`config.mk`:
```
export PLATFORM = sky130hd
export DESIGN_NAME = mppt_po_datapath
export DESIGN_NICKNAME = d
export VERILOG_FILES = /design/src/rtl/mppt_pkg.sv /design/src/rtl/mppt_duty_stepper.sv /design/src/rtl/mppt_po_datapath.sv
export SDC_FILE = /design/constraint.sdc
export NUM_CORES = 1
export LEC_CHECK = 0
export CORE_UTILIZATION = 60
export CTS_CLUSTER_DIAMETER = 100
export DETAILED_ROUTE_END_ITERATION = 16
export GPL_TIMING_DRIVEN = 1
export HOLD_SLACK_MARGIN = 0.05
export PLACE_DENSITY = 0.82
export SYNTH_ARGS = -nofsm -noshare
export SYNTH_HDL_FRONTEND = slang
export SYNTH_SLANG_ARGS = --single-unit
```
`constraint.sdc`:
```
create_clock -name clk -period 11.1 [get_ports clk]
set_input_delay 1.665 -clock clk [delete_from_list [all_inputs] [get_ports clk]]
set_output_delay 1.665 -clock clk [all_outputs]
set_load 0.05 [all_outputs]
```
`src/rtl/mppt_pkg.sv`:
```
// Shared constants for the MPPT controller: phase-enable bit positions and default widths.
// Used by both the state decoder and the perturb-and-observe datapath.
package mppt_pkg;

    localparam int EN_W   = 4;
    localparam int EN_V   = 0;
    localparam int EN_I   = 1;
    localparam int EN_P   = 2;
    localparam int EN_D   = 3;

    localparam int DW     = 12;
    localparam int DUTY_W = 10;

endpackage

```
`src/rtl/mppt_duty_stepper.sv`:
```
// Combinational saturating duty stepper: moves duty by one step in direction dir,
// clamping at the inclusive limits and flipping direction when a clamp is hit.
module mppt_duty_stepper #(
    parameter int W = 10
) (
    input  logic [W-1:0] duty,
    input  logic         dir,
    input  logic [W-1:0] step,
    input  logic [W-1:0] duty_min,
    input  logic [W-1:0] duty_max,
    output logic [W-1:0] duty_next,
    output logic         dir_next,
    output logic         sat
);

    logic [W:0] up_s;
    logic [W:0] lo_s;

    // One extra bit keeps both the sum and the lower threshold from wrapping
    assign up_s = {1'b0, duty} + {1'b0, step};
    assign lo_s = {1'b0, duty_min} + {1'b0, step};

    // Next duty, direction and saturation flag
    always_comb begin
        duty_next = duty;
        dir_next  = dir;
        sat       = 1'b0;
        if (dir) begin
            if (up_s > {1'b0, duty_max}) begin
                duty_next = duty_max;
                dir_next  = 1'b0;
                sat       = 1'b1;
            end else begin
                duty_next = up_s[W-1:0];
                dir_next  = 1'b1;
                sat       = 1'b0;
            end
        end else begin
            if ({1'b0, duty} < lo_s) begin
                duty_next = duty_min;
                dir_next  = 1'b1;
                sat       = 1'b1;
            end else begin
                duty_next = duty - step;
                dir_next  = 1'b0;
                sat       = 1'b0;
            end
        end
    end

endmodule

```
`src/rtl/mppt_po_datapath.sv`:
```
// Perturb-and-observe MPPT datapath: latches V/I samples, computes power, and steps a
// saturating duty register toward the direction that last raised power.
module mppt_po_datapath
    import mppt_pkg::*;
#(
    parameter int DW        = mppt_pkg::DW,
    parameter int DUTY_W    = mppt_pkg::DUTY_W,
    parameter int DUTY_INIT = 512,
    parameter int DUTY_MIN  = 64,
    parameter int DUTY_MAX  = 960,
    parameter int STEP      = 8
) (
    input  logic                clk,
    input  logic                rst,
    input  logic [EN_W-1:0]     en,
    input  logic [DW-1:0]       v_adc,
    input  logic [DW-1:0]       i_adc,
    output logic [DUTY_W-1:0]   duty,
    output logic                dir,
    output logic [2*DW-1:0]     p_cur,
    output logic                upd_done,
    output logic                sat
);

    logic [DW-1:0]     v_reg_r;
    logic [DW-1:0]     i_reg_r;
    logic [2*DW-1:0]   p_cur_r;
    logic [2*DW-1:0]   p_prev_r;
    logic [DUTY_W-1:0] duty_r;
    logic              dir_r;
    logic              first_r;
    logic              upd_done_r;
    logic              sat_r;

    logic [2*DW-1:0]   prod_s;
    logic              dir_cmp_s;
    logic [DUTY_W-1:0] duty_next_s;
    logic              dir_next_s;
    logic              sat_s;

    assign prod_s = (2*DW)'(v_reg_r) * (2*DW)'(i_reg_r);

    // Direction after the power comparison; the first update after reset has nothing to compare
    always_comb begin
        dir_cmp_s = dir_r;
        if (first_r) begin
            dir_cmp_s = dir_r;
        end else if (p_cur_r < p_prev_r) begin
            dir_cmp_s = ~dir_r;
        end else begin
            dir_cmp_s = dir_r;
        end
    end

    mppt_duty_stepper #(
        .W(DUTY_W)
    ) u_stepper (
        .duty      (duty_r),
        .dir       (dir_cmp_s),
        .step      (DUTY_W'(STEP)),
        .duty_min  (DUTY_W'(DUTY_MIN)),
        .duty_max  (DUTY_W'(DUTY_MAX)),
        .duty_next (duty_next_s),
        .dir_next  (dir_next_s),
        .sat       (sat_s)
    );

    // Phase-enabled state updates; simultaneous enables all see pre-edge values
    always_ff @(posedge clk) begin
        if (rst) begin
            v_reg_r    <= '0;
            i_reg_r    <= '0;
            p_cur_r    <= '0;
            p_prev_r   <= '0;
            duty_r     <= DUTY_W'(DUTY_INIT);
            dir_r      <= 1'b1;
            first_r    <= 1'b1;
            upd_done_r <= 1'b0;
            sat_r      <= 1'b0;
        end else begin
            if (en[EN_V]) begin
                v_reg_r <= v_adc;
            end
            if (en[EN_I]) begin
                i_reg_r <= i_adc;
            end
            if (en[EN_P]) begin
                p_cur_r <= prod_s;
            end
            if (en[EN_D]) begin
                duty_r     <= duty_next_s;
                dir_r      <= dir_next_s;
                sat_r      <= sat_s;
                p_prev_r   <= p_cur_r;
                first_r    <= 1'b0;
                upd_done_r <= 1'b1;
            end else begin
                sat_r      <= 1'b0;
                upd_done_r <= 1'b0;
            end
        end
    end

    assign duty     = duty_r;
    assign dir      = dir_r;
    assign p_cur    = p_cur_r;
    assign upd_done = upd_done_r;
    assign sat      = sat_r;

endmodule

```
==> flow_summary.toml <==
[global_routing]
antenna_found_initial = 0
grt_pass1_vias = 6431
grt_pass1_wl_mm = 30.6
grt.total_usage_pct = 27.0
grt_max_degree = 79
overflow = 0

[timing]
fin_hold_ws_ps = 454
clock.fmax_mhz = 176
slew_headroom_pct = 36.5
tns_ps = 0
skew_ps = 9.04
rsz0062_at_grt = "false"
finalCriticalPeriod_ps = 5680
report.final.slew_viol_count = 0
tightest_slew_ps = 952
fin_crit_sh_pct = 51.2
setup_violations = 0
finalHoldViolations = 0

[yosys]
synth.cells.most_frequent = "inv_1 (165), nand2_1 (124), fa_1 (100)"
yosysTopAreaCell = "fa_1"
synthCells = 993
synthArstFlopShare_pct = 0
ys_seq_area_share_pct = 19.6
synth_cell_types = 61
synth_warnings = 0
yosysMostFrequentCell = "inv_1"
ys_seq_elements = 83
ys_top_cells_by_area = "fa_1 (24%), dfxtp_1 (20%), ha_1 (13%)"
ys.flop_type = "dfxtp_1"
synth_area_per_cell_um2 = 8.55
synthDominantCellAreaShare_pct = 23.6
mappedNetlistArea_um2 = 8490
synth_edf_count = 0

[floorplan]
initial_core_util_pct = 61.4
chipWidth_um = 121
ios = 67
placementRows = 43
die_area_um2 = 14600
core_um2 = 13800
dieHeight_um = 121

[power_and_ir_drop]
powerDensity_nw_per_um2 = 104
ir_drop_mv = 0.0988
leakage_nw = 4.64

[worst_setup_path]
rrSetupSlack_ps = 5420
worst_path_most_repeated_cell = "fa_1"
arrival_ps = 5890
cp-start-kind = "flop"
r2r_cells = 18
reg2reg_from = "i_reg_r[5]$_SDFFE_PP0P_"
r2r_end = "p_cur[23]$_SDFFE_PP0P_"
worstPathRequired_ps = 11310
end_kind = "flop"
critPathSlowestCell = "dfxtp_1"
crit_family = "adder cells"
max_stage_delay_ps = 630
path_cells = "nand2_1 > fa_1 > fa_1 > inv_1 > fa_1 > fa_1 > inv_1 > fa_1 > inv_1 > ha_1 > a21oi_1 > a21oi_1 > nor2b_1 > a21boi_1 > a311o_1 > a41o_1 > o41ai_2 > o221ai_1"
path_buf_inv = 3
worstPathMaxFanout = 13
crit_type = "flop to flop"

[route]
drt-vias-per-instance = 5.53
routed.top_layer = "met4"
dr_wl_met2_mm = 9.26
vias = 6668
dr_wl_met3_um = 822
routed_wl_mm = 18.5
drt_pass1_iterations = 5
drt-met1-wl_mm = 7.79
drtIter0Drc = 410
drtAntennaViolNets = 0
drc_errors = 0
wl_per_cell_um = 15.4

[placement]
place_congestion = 0.888
dpl_cell_area_um2 = 9150
port_buffers = 63
dp_hpwl_mm = 14.0

[final_layout]
fillers = 1067
nets = 1239
n_antenna_cell = 0
final_layout_size_suffix_gt1_share_pct = 2.73
fin_area_um2 = 9490
area_delta_synth_final_pct = 11.7

[hold_path]
holdCritPathClass = "flop to flop"
hold_end = "first_r$_SDFFE_PP1P_"
hold_depth = 1
min_from = "first_r$_SDFFE_PP1P_"

[clocking]
cts-htree-levels = 3
cts_tree = "built"
clockRootBuffer = "clkbuf_16"
clock-sinks = 83
insertion_delay_ps = 360
cts_setup_buffers = 0
ctsResizeCount = 0
holdBufCountCts = 0
cts_buffers = 9
clock_path_buffers = 2
clk_pin_slew_ps = 70

[job]
maxCapViolCount = 0

[run_status]
outcome = "complete, no violations"
-- report_power, final --
group,switching [mW],total [mW],internal (mW)
Clock,0.143,0.345,0.201
Combinational,0.170,0.287,0.117
Sequential,0.0381,0.354,0.316
Total,0.351,0.985,0.634
-- worst max path at each step --
stage                                  startpoint                      to  cells after the start
after detailed placement  i_reg_r[5]$_SDFFE_PP0P_  p_cur[23]$_SDFFE_PP0P_                     18
final                     i_reg_r[5]$_SDFFE_PP0P_  p_cur[23]$_SDFFE_PP0P_                     18
after floorplan           v_reg_r[2]$_SDFFE_PP0P_  p_cur[23]$_SDFFE_PP0P_                     18
after CTS                 i_reg_r[5]$_SDFFE_PP0P_  p_cur[23]$_SDFFE_PP0P_                     18
after global routing      i_reg_r[5]$_SDFFE_PP0P_  p_cur[23]$_SDFFE_PP0P_                     18
after global placement    v_reg_r[7]$_SDFFE_PP0P_  p_cur[23]$_SDFFE_PP0P_                     18
-- area by class of cell --
type	count	area [um^2]	area share, %
Timing Repair Buffer	65	636	6.70
Multi-Input combinational cell	696	6000	63.3
Inverter	166	623	6.57
Clock inverter	7	111	1.17
Tap cell	180	225	2.37
Sequential cell	83	1660	17.5
Clock buffer	9	225	2.37
-- state kept, by name, summed over array words and instances (netlist names) --
register and flops:
p_cur 24, p_prev_r 24, i_reg_r 12, v_reg_r 12, duty 7, dir 1, first_r 1, sat 1
upd_done 1
-- through the flow --
step | std cells | util (%) | setup slack (ps) | power (mW)
2_1_floorplan | 995 | - | 5770 | 0.568
3_3_place_gp | 1190 | 66.2 | 5590 | 0.636
3_5_place_dp | 1190 | 66.2 | 5470 | 0.645
4_1_cts | 1206 | 68.6 | 5450 | 0.988
5_1_grt | 1206 | 68.6 | 5130 | 1.03
6_report | 1206 | 68.6 | 5420 | 0.985
-- layer usage --
layer,vias up,GRT usage [%]
li1,3197,-
met1,3207,34.7
met2,215,44.9
met3,49,3.57
met4,0,12.6
met5,-,0
-- cells by family after synthesis --
kind of cell	after synthesis	share of synthesized area [%]
flip-flops	83	19.6
AO/OA/AOI/OAI	105	8.12
adder cells (fa/ha/maj)	188	36.6
AND/OR/NAND/NOR	325	17.3
other	1	0.0442
buffers and inverters	216	9.79
XOR/XNOR	15	1.55
multiplexers	60	7.09
-- cell usage in the layout, fill, tap and decap left out, drive strengths merged, types with 3 or more instances in the layout --
cell	n
fa	100
buf	4
clkdlybuf4s50	61
ha	88
nand2	124
xnor2	10
a21oi	37
o21ai	22
o211ai	3
a211oi	5
clkbuf	9
a21o	8
conb	3
mux2i	59
dfxtp	83
xor2	5
nor2	95
nand4	3
a31oi	3
o21a	5
nor3	16
and2	55
nand2b	3
clkinv	5
o22ai	3
nor2b	5
nand3	14
inv	166
No activity file was read; power rests on OpenSTA's default activity.
